<file path="src/rtl/ex_hazard_ctrl_pkg.sv">
// ex_hazard_ctrl_pkg
// Shared types and default widths for the EX-stage hazard controller.
//   ctrl_state_e : controller mode, RUN (normal issue) or MC_WAIT
//                  (waiting on the multi-cycle unit)
//   DATA_W_DEF   : default data / PC width
//   REG_W_DEF    : default register index width
package ex_hazard_ctrl_pkg;

    typedef enum logic {
        RUN     = 1'b0,
        MC_WAIT = 1'b1
    } ctrl_state_e;

    localparam int DATA_W_DEF = 32;
    localparam int REG_W_DEF  = 5;

endpackage

</file>
<file path="src/rtl/ex_hazard_ctrl_sat_counter.sv">
// sat_counter
// Up-counter that sticks at all-ones instead of wrapping.
// Ports:
//   clk   : clock, counts on rising edge
//   rst   : synchronous active-high clear
//   inc   : count this cycle
//   count : current value
module sat_counter #(
    parameter int W = 32
) (
    input  logic         clk,
    input  logic         rst,
    input  logic         inc,
    output logic [W-1:0] count
);

    always_ff @(posedge clk) begin
        if (rst) begin
            count <= '0;
        end else if (inc && (count != {W{1'b1}})) begin
            count <= count + W'(1);
        end
    end

endmodule

</file>
<file path="src/rtl/ex_hazard_ctrl.sv">
// ex_hazard_ctrl
// EX-stage pipeline sequencing controller. Every cycle it produces the
// write enables and bubble (flush) controls for PC, IF/ID, ID/EX and
// EX/MEM, handling MEM-wait freezes, multi-cycle EX operations with a
// watchdog, branch-mispredict redirects and load-use stalls.
// Ports:
//   clk, rst                       : clock, synchronous active-high reset
//   id_rs1, id_rs2                 : source registers of the ID instruction
//   id_ex_rd, id_ex_mem_read       : destination / load flag of EX instruction
//   ex_is_branch, ex_predict,
//   ex_taken, ex_target, ex_pc_4   : branch resolution from the BRU
//   ex_mc_op, mc_done              : multi-cycle unit request / completion
//   mem_busy                       : MEM stage has not finished its access
//   pc_write .. ex_mem_flush       : pipeline register enables and bubbles
//   mc_start                       : start pulse to the multi-cycle unit
//   redirect, redirect_pc          : fetch redirect on mispredict
//   mc_timeout                     : sticky watchdog error
//   stall_cnt, flush_cnt           : saturating performance counters
module ex_hazard_ctrl
    import ex_hazard_ctrl_pkg::*;
#(
    parameter int DATA_W     = DATA_W_DEF,
    parameter int REG_W      = REG_W_DEF,
    parameter int CNT_W      = 32,
    parameter int MC_TIMEOUT = 64
) (
    input  logic              clk,
    input  logic              rst,
    input  logic [REG_W-1:0]  id_rs1,
    input  logic [REG_W-1:0]  id_rs2,
    input  logic [REG_W-1:0]  id_ex_rd,
    input  logic              id_ex_mem_read,
    input  logic              ex_is_branch,
    input  logic              ex_predict,
    input  logic              ex_taken,
    input  logic [DATA_W-1:0] ex_target,
    input  logic [DATA_W-1:0] ex_pc_4,
    input  logic              ex_mc_op,
    input  logic              mc_done,
    input  logic              mem_busy,
    output logic              pc_write,
    output logic              if_id_write,
    output logic              if_id_flush,
    output logic              id_ex_write,
    output logic              id_ex_flush,
    output logic              ex_mem_write,
    output logic              ex_mem_flush,
    output logic              mc_start,
    output logic              redirect,
    output logic [DATA_W-1:0] redirect_pc,
    output logic              mc_timeout,
    output logic [CNT_W-1:0]  stall_cnt,
    output logic [CNT_W-1:0]  flush_cnt
);

    // One spare bit so the watchdog can count past MC_TIMEOUT-1 while a
    // completion is being held behind mem_busy.
    localparam int                WDOG_W    = $clog2(MC_TIMEOUT) + 1;
    localparam logic [WDOG_W-1:0] WDOG_LAST = WDOG_W'(MC_TIMEOUT - 1);
    localparam logic [WDOG_W-1:0] WDOG_MAX  = {WDOG_W{1'b1}};

    ctrl_state_e       state;
    logic [WDOG_W-1:0] wdog;
    logic              done_held;
    logic              mispredict;
    logic              load_use;
    logic              wdog_hit;
    logic              mc_finish;
    logic              stall_inc;

    assign mispredict = ex_is_branch && (ex_taken != ex_predict);
    assign load_use   = id_ex_mem_read && (id_ex_rd != '0) &&
                        ((id_ex_rd == id_rs1) || (id_ex_rd == id_rs2));

    // mc_done is only a one-cycle pulse, so a completion (real or forced by
    // the watchdog) that lands while MEM is busy is remembered in done_held
    // until the freeze lifts.
    assign wdog_hit  = (state == MC_WAIT) && !done_held && !mc_done &&
                       (wdog == WDOG_LAST);
    assign mc_finish = (state == MC_WAIT) && (mc_done || done_held || wdog_hit);

    always_comb begin
        pc_write     = 1'b1;
        if_id_write  = 1'b1;
        if_id_flush  = 1'b0;
        id_ex_write  = 1'b1;
        id_ex_flush  = 1'b0;
        ex_mem_write = 1'b1;
        ex_mem_flush = 1'b0;
        mc_start     = 1'b0;
        redirect     = 1'b0;
        redirect_pc  = '0;
        if (rst) begin
            if_id_flush  = 1'b1;
            id_ex_flush  = 1'b1;
            ex_mem_flush = 1'b1;
        end else if (state == RUN) begin
            if (mem_busy) begin
                pc_write     = 1'b0;
                if_id_write  = 1'b0;
                id_ex_write  = 1'b0;
                ex_mem_write = 1'b0;
            end else if (ex_mc_op) begin
                mc_start     = 1'b1;
                pc_write     = 1'b0;
                if_id_write  = 1'b0;
                id_ex_write  = 1'b0;
                ex_mem_flush = 1'b1;
            end else if (mispredict) begin
                redirect     = 1'b1;
                redirect_pc  = ex_taken ? ex_target : ex_pc_4;
                if_id_flush  = 1'b1;
                id_ex_flush  = 1'b1;
            end else if (load_use) begin
                pc_write     = 1'b0;
                if_id_write  = 1'b0;
                id_ex_flush  = 1'b1;
            end
        end else begin
            if (mem_busy) begin
                pc_write     = 1'b0;
                if_id_write  = 1'b0;
                id_ex_write  = 1'b0;
                ex_mem_write = 1'b0;
            end else if (!mc_finish) begin
                pc_write     = 1'b0;
                if_id_write  = 1'b0;
                id_ex_write  = 1'b0;
                ex_mem_flush = 1'b1;
            end
        end
    end

    // Controller state, watchdog and the sticky timeout flag.
    always_ff @(posedge clk) begin
        if (rst) begin
            state      <= RUN;
            wdog       <= '0;
            done_held  <= 1'b0;
            mc_timeout <= 1'b0;
        end else begin
            if (wdog_hit) begin
                mc_timeout <= 1'b1;
            end
            case (state)
                RUN: begin
                    if (!mem_busy && ex_mc_op) begin
                        state     <= MC_WAIT;
                        wdog      <= '0;
                        done_held <= 1'b0;
                    end
                end
                MC_WAIT: begin
                    if (wdog != WDOG_MAX) begin
                        wdog <= wdog + WDOG_W'(1);
                    end
                    if (mc_finish && !mem_busy) begin
                        state     <= RUN;
                        done_held <= 1'b0;
                    end else if (mc_finish) begin
                        done_held <= 1'b1;
                    end
                end
                default: state <= RUN;
            endcase
        end
    end

    // A redirect cycle never has pc_write low, but the mask keeps the stall
    // count strictly about lost fetch cycles.
    assign stall_inc = !rst && !pc_write && !redirect;

    sat_counter #(.W(CNT_W)) u_stall_cnt (
        .clk   (clk),
        .rst   (rst),
        .inc   (stall_inc),
        .count (stall_cnt)
    );

    sat_counter #(.W(CNT_W)) u_flush_cnt (
        .clk   (clk),
        .rst   (rst),
        .inc   (redirect),
        .count (flush_cnt)
    );

endmodule

</file>
<file path="config.mk">
export PLATFORM = sky130hd
export DESIGN_NAME = ex_hazard_ctrl
export DESIGN_NICKNAME = d
export VERILOG_FILES = /design/src/rtl/ex_hazard_ctrl_pkg.sv /design/src/rtl/ex_hazard_ctrl_sat_counter.sv /design/src/rtl/ex_hazard_ctrl.sv
export SDC_FILE = /design/constraint.sdc
export NUM_CORES = 1
export LEC_CHECK = 0
export ABC_AREA = 1
export BUFFER_PORTS_ARGS = -buffer_cell sky130_fd_sc_hd__buf_2
export CAP_MARGIN = 0
export CORE_AREA = 4 4 108 110
export DETAILED_ROUTE_END_ITERATION = 12
export DIE_AREA = 0 0 112 114
export GPL_ROUTABILITY_DRIVEN = 0
export MAX_ROUTING_LAYER = met4
export PLACE_DENSITY = 0.79
export SETUP_SLACK_MARGIN = 0.4
export SYNTH_ARGS = -nofsm -noshare
export SYNTH_HDL_FRONTEND = slang
export SYNTH_SLANG_ARGS = --single-unit
</file>
<file path="constraint.sdc">
create_clock -name clk -period 3.21 [get_ports clk]
set_input_delay 0.963 -clock clk [delete_from_list [all_inputs] [get_ports clk]]
set_output_delay 0.963 -clock clk [all_outputs]
set_load 0.02 [all_outputs]
</file>
==> run metrics <==
run status finished, final reports clean; Slew HR 58.5%; register area share after synthesis 28.3%; starting density of the core 48.9%; critical path's largest stage delay 0.23 ns; Mapped Cells 868; WP data required 2.25 ns; Met3 Routed Length 1050 um; Layout area overhead 40.9%; CP bufs+invs 6; Slew @ Worst Pin 0.622 ns; Routed WL 17,700 um; Final Hold Fails 0; first-pass GRT wire length 28,600 um; Post-synth EDFFs 0; reg2reg start state; # diodes 0; M1 WL 7340 um; Top Metal Used met4; crit-path max FO 5; critical path class input port to output pin; Die ar. 12,800 um^2; r2r endpoint u_stall_cnt.count[29]; commonest non-fill, non-tap cell in the layout nand2_1; Via density 5.24; Final Setup Violations 0; Max Slew Vio Count 0; clk root buf clkbuf_8; worst hold start wdog[0]; global route overflow 0; Hold-fix buffers, CTS 0; Routed Antenna Nets 0; sink of the worst hold path wdog[0]; FMAX 0.332 GHz; Final #Nets 1,158; I/O Pins 194; # port buffers 193; setup repair after global routing missed its margin true; CP arrival 2.05 ns; Clock Sink Count 74; Syn Nets 959; Residual DRC 0; CTS HTree Levels 3; met2 routed WL 8770 um; Static Leak 3.13 nW; worst skew pair latency 0.37 ns; Final min period 3.01 ns; WL/cell 14.6 um; crit start category input port; maximum VDD drop 0.000349 V; row count 38; synthesized area per cell 6.03 um^2; vias in the first global route 6,019; crit path cell chain buf_8 > inv_4 > nand3_4 > nor3_4 > inv_4 > buf_6 > buf_16 > a21oi_4 > buf_6; Max-cap violations 0; FFs w/ async S/R, synth 0%; Final Cycle Share 93.8%; GRT Overall Usage 27.9%; hpwl dp 12,400 um; flop2flop setup slack 0.75 ns; die height 114 um; CP max-delay cell nor3_4; Mapped Area 5230 um^2; hold depth 1; CTS tree built; Setup Skew 0.00821 ns; initial antenna violation count 0; Detailed Route Iter0 Violations 506; Worst-path clk slew 0.08 ns; Core Area 10,700 um^2; synthesis-stage register bit count 74; CP top delay family buffers and inverters; layout cells sized above 1 28.5%; first-pass iteration count of the detailed router 5; Num CTS Buffers 9; Yosys cell types 36; largest net degree at the start of global routing 57; vias 6,354; Total Neg Setup Slack 0 ns; most frequent cells in the layout 336 x nand2_1, 153 x buf_2, 106 x nor2_1; Max Buffers Root-to-Sink 2; HP Class flip-flop to flip-flop; Post-synth top flop dfxtp_1; Hold WS 0.465 ns; PD cells 284 nW/um^2; crit end category output pin; Synth Warn # 0; depth of the most critical reg-to-reg path 10; die width 112 um
registers in the layout, summed over array words and instances, names as in the netlist:
signal             flops
state                  1
mc_timeout             1
u_stall_cnt.count     32
u_flush_cnt.count     32
wdog                   7
done_held              1
cell type report:
cell class	count	area (um^2)
multi-input cells	706	3710
fillers	969	3320
inverters	53	210
clock inverters	5	77.6
well taps	140	175
clock buffers	11	141
flip-flops and latches	74	1480
repair buffers	223	1580
repair_timing:
| item | 4_1_cts | 5_1_grt |
|---|---|---|
| pin swaps | 7 | 2 |
| buffers inserted | 10 | 5 |
| endpoints found under the setup margin | 38 | 39 |
| resized for setup | 94 | 5 |
| gates cloned | 4 | 0 |
synthesized netlist by cell type, types with 13 or more instances:
master | instances | share of area (%)
dfxtp_1 | 74 | 28
nand3b_1 | 15 | 2.2
nand4_1 | 39 | 4.7
a21oi_1 | 96 | 9.2
inv_1 | 45 | 3.2
nor3_1 | 14 | 1.3
xnor2_1 | 14 | 2.3
xor2_1 | 20 | 3.3
nand2_1 | 339 | 24
clkbuf_1 | 13 | 0.93
nand3_1 | 25 | 2.4
nor2_1 | 107 | 7.7
cell families (layout without fill, tap and decap cells):
group	after synthesis	after routing	synth area share [%]
flops	74	74	28.3
buf+inv	88	292	8.18
fa+ha+maj	3	3	0.717
simple gates	557	557	45.8
xor+xnor	34	34	5.69
compound gates	112	112	11.3
per-stage QoR:
| step | area (um^2) | util [%] | power [mW] | cells | setup slack, ns |
|---|---|---|---|---|---|
| 6_report | 7370 | 68.9 | 2.10 | 1212 | 0.198 |
| 5_1_grt | 7370 | 68.9 | 2.18 | 1212 | 0.136 |
| 4_1_cts | 7310 | 68.4 | 2.09 | 1207 | 0.221 |
| 3_5_place_dp | 6620 | 61.8 | 1.24 | 1177 | 0.101 |
| 3_3_place_gp | 6620 | 61.8 | 1.24 | 1177 | 0.134 |
| 2_1_floorplan | 5630 | - | 1.15 | 868 | 0.0623 |
report_power, final:
group          internal [mW]  switching [mW]  leakage, nW
registers              0.924         0.00936        0.598
logic                  0.134           0.203         2.42
clock network          0.457           0.370        0.109
total                   1.51           0.582         3.13
per-layer routing:
metal  global-route usage (%)  vias to the layer above
li1                         -                     3204
met3                     5.20                       43
met5                        -                        -
met4                     10.3                        0
met1                     32.8                     2859
met2                     47.7                      248
how the worst max path moves through the flow:
stage	from	to	slack, ns	cells past startpoint
after floorplan	ex_taken	redirect_pc[10]	0.06	7
after CTS	ex_mc_op	redirect_pc[27]	0.22	9
final	mem_busy	redirect_pc[17]	0.20	9
after detailed placement	ex_taken	redirect_pc[27]	0.10	8
after global placement	ex_taken	redirect_pc[21]	0.13	8
after global routing	mem_busy	redirect_pc[11]	0.14	9
Note: power is estimated with default switching activity, not from simulation.
